===== config.mk =====
export PLATFORM = sky130hd
export DESIGN_NAME = cam_requester_flat
export DESIGN_NICKNAME = d
export VERILOG_FILES = /design/src/rtl/cam_pkg.sv /design/src/rtl/cam_requester_if.sv /design/src/rtl/cam_requester.sv /design/src/flat_wrapper.sv
export SDC_FILE = /design/constraint.sdc
export NUM_CORES = 1
export LEC_CHECK = 0
export CAP_MARGIN = 0
export CORE_MARGIN = 2
export CORE_UTILIZATION = 42
export DETAILED_ROUTE_END_ITERATION = 6
export GPL_ROUTABILITY_DRIVEN = 0
export PLACE_DENSITY = 0.81
export SLEW_MARGIN = 25
export SYNTH_ARGS = -nofsm -noshare
export SYNTH_HDL_FRONTEND = slang
export SYNTH_SLANG_ARGS = --single-unit

===== constraint.sdc =====
create_clock -name clk_i -period 3.65 [get_ports clk_i]
set_clock_uncertainty 0.1 [all_clocks]
set_input_delay 0.365 -clock clk_i [delete_from_list [all_inputs] [get_ports clk_i]]
set_output_delay 0.365 -clock clk_i [all_outputs]
set_load 0.03 [all_outputs]

===== src/rtl/cam_pkg.sv =====
// Shared CAM types and sizes used by the requester, the CAM and the bench.
// Op encoding matches the request channel's 2-bit op field.
package cam_pkg;

    localparam int DATA_W  = 32;
    localparam int IDX_W   = 5;
    localparam int ENTRIES = 32;

    typedef enum logic [1:0] {
        OP_READ   = 2'd0,
        OP_WRITE  = 2'd1,
        OP_SEARCH = 2'd2,
        OP_LEARN  = 2'd3
    } cam_op_e;

    typedef enum logic [2:0] {
        S_IDLE,
        S_ISSUE,
        S_CAPTURE,
        S_LEARN_WR,
        S_RESP
    } cam_req_state_e;

endpackage


===== src/rtl/cam_requester_if.sv =====
// Request/response valid-ready channel between the lookup client and the requester.
// The master is the client and the slave is the requester.
interface cam_requester_if;
    import cam_pkg::*;

    logic              req_valid_i;
    logic              req_ready_o;
    logic [1:0]        req_op_i;
    logic [IDX_W-1:0]  req_index_i;
    logic [DATA_W-1:0] req_data_i;
    logic              rsp_valid_o;
    logic              rsp_ready_i;
    logic [1:0]        rsp_op_o;
    logic              rsp_hit_o;
    logic [IDX_W-1:0]  rsp_index_o;
    logic [DATA_W-1:0] rsp_data_o;

    modport master (
        output req_valid_i, req_op_i, req_index_i, req_data_i, rsp_ready_i,
        input  req_ready_o, rsp_valid_o, rsp_op_o, rsp_hit_o, rsp_index_o,
        input  rsp_data_o
    );

    modport slave (
        input  req_valid_i, req_op_i, req_index_i, req_data_i, rsp_ready_i,
        output req_ready_o, rsp_valid_o, rsp_op_o, rsp_hit_o, rsp_index_o,
        output rsp_data_o
    );

endinterface


===== src/rtl/cam_requester.sv =====
// CAM initiator: one command at a time, drives CAM enables, returns the result.
// LEARN searches and, on a miss, inserts the key at a round-robin victim slot.
module cam_requester
    import cam_pkg::*;
(
    input  logic              clk_i,
    input  logic              rst_i,
    cam_requester_if.slave    bus,
    output logic              read_enable_o,
    output logic [IDX_W-1:0]  read_index_o,
    output logic              write_enable_o,
    output logic [IDX_W-1:0]  write_index_o,
    output logic [DATA_W-1:0] write_data_o,
    output logic              search_enable_o,
    output logic [DATA_W-1:0] search_data_o,
    input  logic              read_valid_i,
    input  logic [DATA_W-1:0] read_value_i,
    input  logic              search_valid_i,
    input  logic [IDX_W-1:0]  search_index_i
);

    cam_req_state_e    state, state_nxt;
    cam_op_e           op_q;
    logic [IDX_W-1:0]  idx_q;
    logic [DATA_W-1:0] data_q;
    logic              hit_q;
    logic [IDX_W-1:0]  rsp_idx_q;
    logic [DATA_W-1:0] rsp_data_q;
    logic [IDX_W-1:0]  victim;

    always_ff @(posedge clk_i or posedge rst_i) begin
        if (rst_i) state <= S_IDLE;
        else       state <= state_nxt;
    end

    always_ff @(posedge clk_i or posedge rst_i) begin
        if (rst_i) begin
            op_q       <= OP_READ;
            idx_q      <= '0;
            data_q     <= '0;
            hit_q      <= 1'b0;
            rsp_idx_q  <= '0;
            rsp_data_q <= '0;
            victim     <= '0;
        end else begin
            unique case (state)
                S_IDLE: begin
                    if (bus.req_valid_i) begin
                        op_q   <= cam_op_e'(bus.req_op_i);
                        idx_q  <= bus.req_index_i;
                        data_q <= bus.req_data_i;
                    end
                end
                S_ISSUE: begin
                    if (op_q == OP_WRITE) begin
                        hit_q      <= 1'b0;
                        rsp_idx_q  <= idx_q;
                        rsp_data_q <= '0;
                    end
                end
                S_CAPTURE: begin
                    if (op_q == OP_READ) begin
                        hit_q      <= read_valid_i;
                        rsp_idx_q  <= idx_q;
                        rsp_data_q <= read_value_i;
                    end else begin
                        hit_q      <= search_valid_i;
                        rsp_idx_q  <= search_valid_i ? search_index_i : '0;
                        rsp_data_q <= '0;
                    end
                end
                S_LEARN_WR: begin
                    hit_q     <= 1'b0;
                    rsp_idx_q <= victim;
                    victim    <= (victim == IDX_W'(ENTRIES - 1))
                                 ? '0 : victim + 1'b1;
                end
                default: ;
            endcase
        end
    end

    always_comb begin
        state_nxt       = state;
        bus.req_ready_o = 1'b0;
        bus.rsp_valid_o = 1'b0;
        bus.rsp_op_o    = '0;
        bus.rsp_hit_o   = 1'b0;
        bus.rsp_index_o = '0;
        bus.rsp_data_o  = '0;
        read_enable_o   = 1'b0;
        read_index_o    = '0;
        write_enable_o  = 1'b0;
        write_index_o   = '0;
        write_data_o    = '0;
        search_enable_o = 1'b0;
        search_data_o   = '0;
        unique case (state)
            S_IDLE: begin
                bus.req_ready_o = 1'b1;
                if (bus.req_valid_i) state_nxt = S_ISSUE;
            end
            S_ISSUE: begin
                unique case (op_q)
                    OP_READ: begin
                        read_enable_o = 1'b1;
                        read_index_o  = idx_q;
                    end
                    OP_WRITE: begin
                        write_enable_o = 1'b1;
                        write_index_o  = idx_q;
                        write_data_o   = data_q;
                    end
                    default: begin
                        search_enable_o = 1'b1;
                        search_data_o   = data_q;
                    end
                endcase
                state_nxt = (op_q == OP_WRITE) ? S_RESP : S_CAPTURE;
            end
            S_CAPTURE: begin
                if (op_q == OP_LEARN && !search_valid_i) state_nxt = S_LEARN_WR;
                else                                     state_nxt = S_RESP;
            end
            S_LEARN_WR: begin
                write_enable_o = 1'b1;
                write_index_o  = victim;
                write_data_o   = data_q;
                state_nxt      = S_RESP;
            end
            S_RESP: begin
                bus.rsp_valid_o = 1'b1;
                bus.rsp_op_o    = op_q;
                bus.rsp_hit_o   = hit_q;
                bus.rsp_index_o = rsp_idx_q;
                bus.rsp_data_o  = rsp_data_q;
                if (bus.rsp_ready_i) state_nxt = S_IDLE;
            end
            default: state_nxt = S_IDLE;
        endcase
    end

endmodule


===== src/flat_wrapper.sv =====
// flat-port wrapper written by rule: the top's interface ports become plain ports
module cam_requester_flat import cam_pkg::*;
  (clk_i, rst_i, read_enable_o, read_index_o, write_enable_o, write_index_o, write_data_o, search_enable_o, search_data_o, read_valid_i, read_value_i, search_valid_i, search_index_i, bus_req_valid_i, bus_req_op_i, bus_req_index_i, bus_req_data_i, bus_rsp_ready_i, bus_req_ready_o, bus_rsp_valid_o, bus_rsp_op_o, bus_rsp_hit_o, bus_rsp_index_o, bus_rsp_data_o);
  cam_requester_if bus_i ();
  input  logic clk_i;
  input  logic rst_i;
  output logic read_enable_o;
  output logic [IDX_W-1:0] read_index_o;
  output logic write_enable_o;
  output logic [IDX_W-1:0] write_index_o;
  output logic [DATA_W-1:0] write_data_o;
  output logic search_enable_o;
  output logic [DATA_W-1:0] search_data_o;
  input  logic read_valid_i;
  input  logic [DATA_W-1:0] read_value_i;
  input  logic search_valid_i;
  input  logic [IDX_W-1:0] search_index_i;
  input wire logic [$bits(bus_i.req_valid_i)-1:0] bus_req_valid_i;
  input wire logic [$bits(bus_i.req_op_i)-1:0] bus_req_op_i;
  input wire logic [$bits(bus_i.req_index_i)-1:0] bus_req_index_i;
  input wire logic [$bits(bus_i.req_data_i)-1:0] bus_req_data_i;
  input wire logic [$bits(bus_i.rsp_ready_i)-1:0] bus_rsp_ready_i;
  output wire logic [$bits(bus_i.req_ready_o)-1:0] bus_req_ready_o;
  output wire logic [$bits(bus_i.rsp_valid_o)-1:0] bus_rsp_valid_o;
  output wire logic [$bits(bus_i.rsp_op_o)-1:0] bus_rsp_op_o;
  output wire logic [$bits(bus_i.rsp_hit_o)-1:0] bus_rsp_hit_o;
  output wire logic [$bits(bus_i.rsp_index_o)-1:0] bus_rsp_index_o;
  output wire logic [$bits(bus_i.rsp_data_o)-1:0] bus_rsp_data_o;
  assign bus_i.req_valid_i = bus_req_valid_i;
  assign bus_i.req_op_i = bus_req_op_i;
  assign bus_i.req_index_i = bus_req_index_i;
  assign bus_i.req_data_i = bus_req_data_i;
  assign bus_i.rsp_ready_i = bus_rsp_ready_i;
  assign bus_req_ready_o = bus_i.req_ready_o;
  assign bus_rsp_valid_o = bus_i.rsp_valid_o;
  assign bus_rsp_op_o = bus_i.rsp_op_o;
  assign bus_rsp_hit_o = bus_i.rsp_hit_o;
  assign bus_rsp_index_o = bus_i.rsp_index_o;
  assign bus_rsp_data_o = bus_i.rsp_data_o;
  cam_requester u_core (.clk_i(clk_i), .rst_i(rst_i), .bus(bus_i), .read_enable_o(read_enable_o), .read_index_o(read_index_o), .write_enable_o(write_enable_o), .write_index_o(write_index_o), .write_data_o(write_data_o), .search_enable_o(search_enable_o), .search_data_o(search_data_o), .read_valid_i(read_valid_i), .read_value_i(read_value_i), .search_valid_i(search_valid_i), .search_index_i(search_index_i));
endmodule

==> out/qor.tcl, run 1 <==
set qor(vias) 3635
set qor(maxCapViolCount) 0
set qor(critical-path-slowest-cell) {sky130_fd_sc_hd__dfrtp_1}
set qor(cts_buffers) 9
set qor(grt.total_usage) 0.212
set qor(place_hpwl_mm) 8.57
set qor(period_share) 0.866
set qor(first_global_vias) 3794
set qor(ys_async_sr_fraction) 1.00
set qor(timing.slew.headroom) 0.349
set qor(finalCriticalPeriod_ns) 3.16
set qor(worst_pin_slew_ns) 0.977
set qor(ys_types) 44
set qor(achievable-frequency_mhz) 316
set qor(cts.hold.buffers_added) 0
set qor(ys_seq_elements) 85
set qor(gr-total-overflow) 0
set qor(post_cts.resized_instances) 0
set qor(post_route_cells_drive_above_1_share) 0.131
set qor(finalWirelength_mm) 11.8
set qor(critical_path_arrival_ns) 2.70
set qor(core_area_sq_um) 10200
set qor(die_height_um) 106
set qor(drc_errors) 0
set qor(multiInputGateArea_sq_um) 2110
set qor(critical-path-top-delay-family) {buffers and inverters}
set qor(syn_nets) 469
set qor(io-pin-count) 201
set qor(total_of_buffers_placed_on_input_and_output_ports) 200
set qor(worst-path-buf-inv) 2
set qor(drt_first_iter_violations) 180
set qor(irDropWorstVdd_mv) 0.367
set qor(synthMostInstantiatedCell) {sky130_fd_sc_hd__and2_1}
set qor(syn_to_final_growth_pct) 51.6
set qor(clk_pin_slew_ns) 0.09
set qor(r2r_start) {u_core.state[2]}
set qor(total_power_mw) 4.21
set qor(final-setup-viol-count) 0
set qor(initial_antenna_violation_count) 0
set qor(critPathKind) {reg -> out}
set qor(critical_path.max_fanout) 33
set qor(cell_chosen_for_the_clock_root) {sky130_fd_sc_hd__clkbuf_8}
set qor(synthFlopType) {sky130_fd_sc_hd__dfrtp_1}
set qor(finalHoldViolCount) 0
set qor(grt_setup_unrepaired) {false}
set qor(synth_enable_flop_cells) 0
set qor(fillerInstances) 815
set qor(post_drt_wl_per_cell_um) 16.5
set qor(insertedDiodeCount) 0
set qor(chipWidth_um) 106
set qor(power.density_cell_area_nw_per_um2) 632
set qor(sequential_cell_area_sq_um) 2130
set qor(clk-insertion-delay-late_ns) 0.34
set qor(num-nets-final) 659
set qor(ant_nets) 0
set qor(syn_inst) 385
set qor(via_per_inst) 5.08
set qor(synth_sequential_area_ratio) 0.484
set qor(crit_chain) {nor2b_1, and3b_1, buf_4, and2_1, clkdlybuf4s50_1}
set qor(cts.sink_count) 85
set qor(synthesis.yosys.warnings) 0
set qor(final_max_slew_viol_count) 0
set qor(post_synthesis_cell_area_sq_um) 4390
set qor(row_count) 37
set qor(total_setup_buffers_inserted_after_cts) 0
set qor(grt_first_pass_wirelength_mm) 19.1
set qor(hold_class) {in -> async}
set qor(p_leak_nw) 2.79
set qor(crit_path_start) {u_core.state[0]}
set qor(design.die.area_sq_um) 11300
set qor(critPathCaptureType) {output port}
set qor(ys_top_cells_by_count) {sky130_fd_sc_hd__and2_1 (111), sky130_fd_sc_hd__dfrtp_1 (85), sky130_fd_sc_hd__a22o_1 (37)}
set qor(outcome) {finished clean}
set qor(post_synth_main_area_contributors) {sky130_fd_sc_hd__dfrtp_1 (48%), sky130_fd_sc_hd__and2_1 (16%), sky130_fd_sc_hd__mux2_2 (7.4%)}
set qor(floorplan.initialDensity) 0.429
set qor(cts_tree) {done}
set qor(cts.htree.levels) 3
set qor(drt_pass1_iterations) 4
set qor(postSynthAreaPerCell_sq_um) 11.4
set qor(critical_path.max_stage_delay_ns) 0.74
set qor(start_kind) {flip-flop}
set qor(critical_path_required_ns) 3.18
set qor(grt_start_max_net_pins) 43
set qor(synth_top_area_cell) {sky130_fd_sc_hd__dfrtp_1}
set qor(finalSetupTns_ns) 0
set qor(synthDominantCellAreaShare) 0.484
set qor(max-clock-path-buffers) 2
## state kept, by name, summed over array words and instances (netlist names)
name and count:
u_core.data_q 32, u_core.rsp_data_q 32, u_core.idx_q 5, u_core.rsp_idx_q 5
u_core.victim 5, u_core.state 3, u_core.op_q 2, u_core.hit_q 1
## worst reg2reg max path: cells and delay by family (launching register included)
family | cells | cell delay (ns)
AND/OR/NAND/NOR | 2 | 1.12
flip-flops | 1 | 0.58
multiplexers | 1 | 0.44
## path summary, 6_finish.rpt
check / endpoint / slack, ns / cells past startpoint
hold reg to reg: u_core.rsp_data_q[18] / 0.40 / 1
setup / recovery: search_data_o[8] / 0.49 / 5
setup reg to reg: u_core.data_q[19] / 1.30 / 3
hold / removal: u_core.data_q[29] / 0.25 / 2
max in group asynchronous: u_core.rsp_data_q[10] / 2.46 / 3
min in group clk_i: u_core.rsp_data_q[18] / 0.40 / 1
## where the power goes
group | internal, mW | switching (mW) | leakage, nW
sequential | 1.29 | 0.357 | 1.06
combinational | 0.990 | 0.977 | 1.64
clock | 0.263 | 0.337 | 0.0880
total | 2.54 | 1.67 | 2.79
## stage by stage
stage / hold slack (ns) / instance area [sq um] / worst slack, ns / utilization / instances
3_3_place_gp: 0.379 / 6480 / 0.965 / 0.634 / 700
3_5_place_dp: 0.383 / 6480 / 0.893 / 0.634 / 700
5_1_grt: 0.295 / 6660 / 0.296 / 0.651 / 716
2_1_floorplan: 0.364 / 4390 / 0.992 / - / 385
6_report: 0.247 / 6660 / 0.490 / 0.651 / 716
4_1_cts: 0.244 / 6660 / 0.462 / 0.651 / 716
## kinds of logic (layout without fill, tap and decap cells)
kind of cell	count (synthesis)	after routing	share of synthesized area
and+or+nand+nor	157	157	0.238
muxes	40	40	0.111
DFF	85	85	0.484
adders and majority gates	2	2	0.00569
buffers and inverters	33	228	0.0376
AOI/OAI and AO/OA	68	68	0.124
## layer usage
| metal | vias to the layer above | global-route usage | routed length, um |
|---|---|---|---|
| li1 | 1721 | - | - |
| met1 | 1744 | 0.287 | 5220 |
| met2 | 163 | 0.336 | 5440 |
| met3 | 7 | 0.0668 | 1050 |
| met4 | 0 | 0.0451 | 76 |
| met5 | - | 0 | 0 |
## cells in the final DEF, fill, tap and decap left out, types with 2 or more instances in the layout
| cell type | n |
|---|---|
| sky130_fd_sc_hd__clkdlybuf4s50_1 | 200 |
| sky130_fd_sc_hd__and2_1 | 110 |
| sky130_fd_sc_hd__dfrtp_1 | 85 |
| sky130_fd_sc_hd__a22o_1 | 37 |
| sky130_fd_sc_hd__mux2_2 | 29 |
| sky130_fd_sc_hd__mux2_4 | 10 |
| sky130_fd_sc_hd__clkbuf_8 | 10 |
| sky130_fd_sc_hd__o21ai_0 | 9 |
| sky130_fd_sc_hd__buf_4 | 8 |
| sky130_fd_sc_hd__nor3_1 | 7 |
| sky130_fd_sc_hd__nand2b_1 | 5 |
| sky130_fd_sc_hd__nand2_1 | 5 |
| sky130_fd_sc_hd__nor3b_1 | 5 |
| sky130_fd_sc_hd__a31oi_1 | 5 |
| sky130_fd_sc_hd__nor2b_1 | 4 |
| sky130_fd_sc_hd__clkinv_2 | 4 |
| sky130_fd_sc_hd__nand3b_1 | 4 |
| sky130_fd_sc_hd__o211a_1 | 4 |
| sky130_fd_sc_hd__a22oi_1 | 4 |
| sky130_fd_sc_hd__inv_1 | 3 |
| sky130_fd_sc_hd__and4bb_2 | 2 |
| sky130_fd_sc_hd__and3b_1 | 2 |
| sky130_fd_sc_hd__a221o_1 | 2 |
| sky130_fd_sc_hd__ha_1 | 2 |
| sky130_fd_sc_hd__clkinvlp_4 | 2 |
## layout make-up
| cell class | count | area share |
|---|---|---|
| Inverter | 4 | 0.00244 |
| Timing Repair Buffer | 208 | 0.310 |
| Sequential cell | 85 | 0.319 |
| Clock inverter | 6 | 0.00582 |
| Clock buffer | 10 | 0.0207 |
| Multi-Input combinational cell | 267 | 0.317 |
| Tap cell | 136 | 0.0255 |
(Power assumes the default switching activity.)
==> run 2: changes to the inputs <==
- CORE_UTILIZATION: 42 -> 35
- PLACE_DENSITY: 0.81 -> 0.7
==> run 2 against run 1 <==
Effect of this change:
- global-route usage shrank 2.3 points
- sequential power hardly changed
- total power rose by 8.6%
- hold slack lost 0.0026 ns
- sequential cell count did not move
- final area rose by 2.8%
- cell count increased by 4.3%
- fmax is 0.36% higher
- die area increased by 19%
- register-to-register slack is essentially flat
- combinational power barely moved
- critical path type unchanged
- largest power group unchanged
- highest routed layer unchanged
==> out/qor.tcl, run 2 (same netlist as run 1, synthesis figures left out) <==
set qor(cts_tree) {done}
set qor(gr-total-overflow) 0 ;# unchanged
set qor(critical_path.max_fanout) 33 ;# unchanged
set qor(grt.total_usage) 0.189 ;# -0.0232
set qor(met3_global_route_usage) 0.0727 ;# +0.00587
set qor(start_kind) {flip-flop}
set qor(largest_registers) {u_core.data_q x32, u_core.rsp_data_q x32}
set qor(design.die.area_sq_um) 13500 ;# +19%
set qor(max-clock-path-buffers) 2 ;# unchanged
set qor(crit_chain) {nor2b_1, and3b_1, buf_4, and2_1, clkdlybuf4s50_1}
set qor(finalSetupTns_ns) 0 ;# unchanged
set qor(power.clock.fraction) 0.208 ;# +0.065
set qor(timing.slew.headroom) 0.335 ;# -0.0138
set qor(finalWirelength_mm) 12.6 ;# +6.7%
set qor(grt_most_used_layer) {met2}
set qor(layout.cells.most_common_list) {sky130_fd_sc_hd__clkdlybuf4s50_1 (200), sky130_fd_sc_hd__and2_1 (110), sky130_fd_sc_hd__dfrtp_1 (85)}
set qor(crit_path_start) {u_core.state[0]}
set qor(power.internal_mw) 2.86 ;# +13%
set qor(finalHoldViolCount) 0 ;# unchanged
set qor(critical-path-slowest-cell) {sky130_fd_sc_hd__dfrtp_1}
set qor(row_count) 40 ;# +8.1%
set qor(grt_util_met2) 0.301 ;# -0.0343
set qor(post_drt_wl_per_cell_um) 16.8 ;# +2.3%
set qor(grt_first_pass_wirelength_mm) 19.7 ;# +3.3%
set qor(outcome) {finished clean}
set qor(ant_nets) 0 ;# unchanged
set qor(final-setup-viol-count) 0 ;# unchanged
set qor(fillerInstances) 1052 ;# +29%
set qor(total_power_mw) 4.57 ;# +8.6%
set qor(grt_setup_unrepaired) {false}
set qor(clk-insertion-delay-late_ns) 0.33 ;# about the same
set qor(critical_path_required_ns) 3.18 ;# about the same
set qor(chipWidth_um) 116 ;# +9.2%
set qor(place_hpwl_mm) 9.06 ;# +5.7%
set qor(drt_first_iter_violations) 230 ;# +28%
set qor(drt_pass1_iterations) 4 ;# unchanged
set qor(core_area_sq_um) 12100 ;# +18%
set qor(global_route.usage.met1) 0.245 ;# -0.0416
set qor(vias) 3667 ;# +0.88%
set qor(total_of_buffers_placed_on_input_and_output_ports) 200 ;# unchanged
set qor(cell_chosen_for_the_clock_root) {sky130_fd_sc_hd__clkbuf_16}
set qor(power.combinational.fraction) 0.429 ;# -0.038
set qor(period_share) 0.863 ;# -0.00313
set qor(drc_errors) 0 ;# unchanged
set qor(total_setup_buffers_inserted_after_cts) 0 ;# unchanged
set qor(critPathKind) {reg -> out}
set qor(post_cts.resized_instances) 0 ;# unchanged
set qor(cts.sink_count) 85 ;# unchanged
set qor(post_route_cells_drive_above_1_share) 0.128 ;# -0.00323
set qor(p_leak_nw) 2.85 ;# +2.3%
set qor(via_per_inst) 4.91 ;# -3.3%
set qor(multiInputGateArea_sq_um) 2120 ;# +0.36%
set qor(cts.hold.buffers_added) 0 ;# unchanged
set qor(num-nets-final) 658 ;# -0.15%
set qor(critical_path.max_stage_delay_ns) 0.75 ;# about the same
set qor(power.density_cell_area_nw_per_um2) 668 ;# +5.7%
set qor(clk_pin_slew_ns) 0.06 ;# -0.03 ns
set qor(dpl.cell_count) 731 ;# +4.4%
set qor(finalCriticalPeriod_ns) 3.15 ;# -0.0114 ns
set qor(floorplan.initialDensity) 0.363 ;# -0.0667
set qor(critical_path_arrival_ns) 2.68 ;# -0.02 ns
set qor(maxCapViolCount) 0 ;# unchanged
set qor(cts_buffers) 9 ;# unchanged
set qor(initial_antenna_violation_count) 0 ;# unchanged
set qor(syn_to_final_growth_pct) 55.8
set qor(pwr-share-seq) 0.363 ;# -0.027
set qor(first_global_vias) 3789 ;# -0.13%
set qor(worst_pin_slew_ns) 0.997 ;# +0.0206 ns
set qor(critPathCaptureType) {output port}
set qor(grt_start_max_net_pins) 43 ;# unchanged
set qor(r2r_start) {u_core.state[2]}
set qor(final_max_slew_viol_count) 0 ;# unchanged
set qor(power_switching_share) 0.375 ;# -0.0225
set qor(die_height_um) 116 ;# +9.2%
set qor(io-pin-count) 201 ;# unchanged
set qor(achievable-frequency_mhz) 318 ;# +0.36%
set qor(power_switching_mw) 1.71 ;# +2.4%
set qor(hold_class) {in -> async}
set qor(sequential_cell_area_sq_um) 2130 ;# unchanged
set qor(layout.cells.non_filler) 747 ;# +4.3%
set qor(irDropWorstVdd_mv) 0.296 ;# -19%
set qor(final_common_cell) {sky130_fd_sc_hd__clkdlybuf4s50_1}
set qor(insertedDiodeCount) 0 ;# unchanged
set qor(cts.htree.levels) 3 ;# unchanged
## run 2: cell count changes in the layout (fill, tap and decap cells not counted), moves of 2 or more
cell	change
sky130_fd_sc_hd__clkbuf_16	+9
sky130_fd_sc_hd__clkbuf_8	-7
sky130_fd_sc_hd__buf_4	-3
sky130_fd_sc_hd__buf_6	+2
sky130_fd_sc_hd__clkinv_2	-2
## run 2: worst paths after layout
kind / cells past startpoint / end / slack [ns]
max: 5 / search_data_o[26] / 0.50
min: 2 / u_core.data_q[27] / 0.24
max reg2reg: 3 / u_core.data_q[0] / 1.31
min reg2reg: 1 / u_core.rsp_data_q[25] / 0.39
max in group asynchronous: 3 / u_core.rsp_data_q[25] / 2.44
min in group clk_i: 1 / u_core.rsp_data_q[25] / 0.39
## run 2: final cells by class
cell class                      instances  area share
Timing Repair Buffer                  207       0.301
Multi-Input combinational cell        267       0.309
Inverter                                4     0.00238
Clock inverter                          3     0.00621
Tap cell                              168      0.0307
Clock buffer                           13      0.0395
Sequential cell                        85       0.311
## run 2: power groups by stage
stage	clock, mW	combinational (mW)	sequential [mW]
after floorplan	0	1.44	1.46
after global placement	0	1.93	1.65
after detailed placement	0	1.98	1.66
after CTS	0.970	1.99	1.66
after global routing	1.01	2.11	1.72
final	0.949	1.96	1.66
## run 2: per-stage QoR
stage	worst slack (ns)	utilization	hold slack, ns	instance area [sq um]
floorplan	0.992	-	0.364	4390
global placement	0.925	0.537	0.380	6500
detailed placement	0.833	0.539	0.383	6530
CTS	0.485	0.565	0.255	6850
global route	0.323	0.565	0.275	6850
finish	0.501	0.565	0.244	6850
## run 2: routing by layer
metal  part of all wire  vias up
met4             0.0060        0
met1               0.44     1783
li1                   -     1720
met2               0.46      158
met3              0.095        6
met5                  0        -
## run 2: critical path: cells and delay by family (launching register included)
| family | cells | cell delay [ns] |
|---|---|---|
| simple gates | 3 | 0.63 |
| flops | 1 | 0.75 |
| buf+inv | 2 | 0.96 |
==> run 3: changes to the inputs <==
- CORE_MARGIN: 2 -> 4
==> run 3 against run 2 <==
Effect of this change:
- first-iteration DRC count shrank 44%
- global-route usage fell by 0.91 points
- utilization rose by 0.24 points
- sequential cell count stayed put
- clock power increased by 18%
- total power grew 3.8%
- via count increased by 0.93%
- die area is 7.0% higher
==> out/qor.tcl, run 3 (same netlist as run 1, synthesis figures left out) <==
set qor(outcome) {finished clean}
set qor(via_per_inst) 4.95 ;# +0.79%
set qor(final_common_cell) {sky130_fd_sc_hd__clkdlybuf4s50_1}
set qor(initial_antenna_violation_count) 0 ;# unchanged
set qor(cell_chosen_for_the_clock_root) {sky130_fd_sc_hd__clkbuf_16}
set qor(final-setup-viol-count) 0 ;# unchanged
set qor(cts.sink_count) 85 ;# unchanged
set qor(design.die.area_sq_um) 14400 ;# +7.0%
set qor(place_hpwl_mm) 9.20 ;# +1.6%
set qor(finalSetupTns_ns) 0 ;# unchanged
set qor(drt_first_iter_violations) 129 ;# -44%
set qor(critical_path_required_ns) 3.18 ;# about the same
set qor(r2r_start) {u_core.state[0]}
set qor(finalHoldViolCount) 0 ;# unchanged
set qor(finalWirelength_mm) 12.7 ;# +1.1%
set qor(critical_path_arrival_ns) 2.72 ;# +0.04 ns
set qor(p_leak_nw) 2.88 ;# +1.2%
set qor(drc_errors) 0 ;# unchanged
set qor(grt_setup_unrepaired) {false}
set qor(period_share) 0.873 ;# +0.0100
set qor(sequential_cell_area_sq_um) 2130 ;# unchanged
set qor(timing.slew.headroom) 0.552 ;# +0.217
set qor(clk-insertion-delay-late_ns) 0.33 ;# about the same
set qor(postLayoutCoreUtil) 0.568 ;# +0.00241
set qor(maxCapViolCount) 0 ;# unchanged
set qor(power.density_cell_area_nw_per_um2) 687 ;# +2.9%
set qor(syn_to_final_growth_pct) 57.1
set qor(io-pin-count) 201 ;# unchanged
set qor(postPlaceCellArea_sq_um) 6530 ;# about the same
set qor(achievable-frequency_mhz) 314 ;# -1.1%
set qor(drt_pass1_iterations) 4 ;# unchanged
set qor(total_power_mw) 4.74 ;# +3.8%
set qor(cts_tree) {done}
set qor(layout.cells.most_common_list) {sky130_fd_sc_hd__clkdlybuf4s50_1 (200), sky130_fd_sc_hd__and2_1 (110), sky130_fd_sc_hd__dfrtp_1 (85)}
set qor(vias) 3701 ;# +0.93%
set qor(total_setup_buffers_inserted_after_cts) 0 ;# unchanged
set qor(clk_pin_slew_ns) 0.07 ;# about the same
set qor(multiInputGateArea_sq_um) 2110 ;# -0.30%
set qor(path_depth_of_the_worst_reg2reg_path) 3 ;# unchanged
set qor(critical-path-slowest-cell) {sky130_fd_sc_hd__dfrtp_1}
set qor(post_drt_wl_per_cell_um) 17.0 ;# +0.92%
set qor(cts.htree.levels) 3 ;# unchanged
set qor(setup.reg_to_reg.worst_slack_ns) 1.60 ;# +0.29 ns
set qor(met2WireLength_mm) 5.90 ;# +1.8%
set qor(hold_class) {in -> async}
set qor(finish.instance_area_sq_um) 6900 ;# +0.84%
set qor(largest_registers) {u_core.data_q x32, u_core.rsp_data_q x32}
set qor(crit_chain) {nor2b_1, and3b_1, buf_4, and2_1, clkdlybuf4s50_1}
set qor(start_kind) {flip-flop}
set qor(worst_pin_slew_ns) 0.671 ;# -0.326 ns
set qor(finalCriticalPeriod_ns) 3.19 ;# +0.0365 ns
set qor(final_worst_slack_ns) 0.465 ;# -0.0365 ns
set qor(critical_path.max_stage_delay_ns) 0.77 ;# +0.02 ns
set qor(fillerInstances) 1045 ;# -0.67%
set qor(critical_path.max_fanout) 33 ;# unchanged
set qor(row_count) 40 ;# unchanged
set qor(total_of_buffers_placed_on_input_and_output_ports) 200 ;# unchanged
set qor(cts_buffers) 9 ;# unchanged
set qor(insertedDiodeCount) 0 ;# unchanged
set qor(grt.total_usage) 0.180 ;# -0.00910
set qor(num-nets-final) 659 ;# +0.15%
set qor(placement.setup.worst_slack_ns) 0.823 ;# -0.00974 ns
set qor(max-clock-path-buffers) 2 ;# unchanged
set qor(topRoutingLayerUsed) {met4}
set qor(ant_nets) 0 ;# unchanged
set qor(chipWidth_um) 120 ;# +3.4%
set qor(die_height_um) 120 ;# +3.4%
set qor(post_route_cells_drive_above_1_share) 0.131 ;# +0.00323
set qor(critPathKind) {reg -> out}
set qor(core_area_sq_um) 12200 ;# +0.41%
set qor(grt_start_max_net_pins) 63 ;# +47%
set qor(critPathCaptureType) {output port}
set qor(grt_first_pass_wirelength_mm) 20.7 ;# +5.1%
set qor(cts.hold.buffers_added) 0 ;# unchanged
set qor(gr-total-overflow) 0 ;# unchanged
set qor(regToRegEndpoint) {u_core.idx_q[2]}
set qor(first_global_vias) 4008 ;# +5.8%
set qor(floorplan.initialDensity) 0.361 ;# -0.00149
set qor(irDropWorstVdd_mv) 0.299 ;# +1.1%
set qor(wirelength_met1_mm) 5.33 ;# -3.2%
set qor(post_cts.resized_instances) 0 ;# unchanged
set qor(final_max_slew_viol_count) 0 ;# unchanged
set qor(routed_wire_length_on_met3_mm) 1.36 ;# +14%
## run 3: worst max path at each step
| stage | startpoint | slack, ns | to |
|---|---|---|---|
| after floorplan | rst_i | 0.99 | u_core.data_q[0] |
| after global placement | u_core.state[0] | 0.88 | search_data_o[6] |
| after detailed placement | u_core.state[0] | 0.82 | search_data_o[13] |
| after CTS | u_core.state[0] | 0.45 | search_data_o[6] |
| after global routing | u_core.state[0] | 0.25 | search_data_o[7] |
| final | u_core.state[0] | 0.46 | search_data_o[6] |
## run 3: routing by layer
layer / track usage / vias to the layer above
met2: 0.292 / 167
li1: - / 1728
met3: 0.0820 / 9
met1: 0.218 / 1797
met5: 0 / -
met4: 0.0437 / 0
## run 3: power breakdown
group | internal [mW] | leakage, nW | switching (mW) | total [mW]
registers | 1.29 | 1.06 | 0.349 | 1.64
clock network | 0.756 | 0.183 | 0.363 | 1.12
logic | 0.989 | 1.64 | 0.997 | 1.99
## run 3: final cells by class
cell class	count	share of cell area
timing repair buffer	208	0.299
multi-input combinational	267	0.306
sequential	85	0.308
clock buffer	10	0.0346
inverter	4	0.00290
clock inverter	6	0.0194
tap	168	0.0305
## run 3: critical path: cells and delay by family, from the launching register on
| family | cells | cell delay (ns) |
|---|---|---|
| buffers and inverters | 2 | 0.96 |
| flip-flops | 1 | 0.77 |
| AND/OR/NAND/NOR | 3 | 0.63 |
## run 3: through the flow
step,cells,hold slack (ns)
floorplan,385,0.364
global placement,732,0.380
detailed placement,732,0.383
CTS,748,0.361
global route,748,0.376
finish,748,0.338
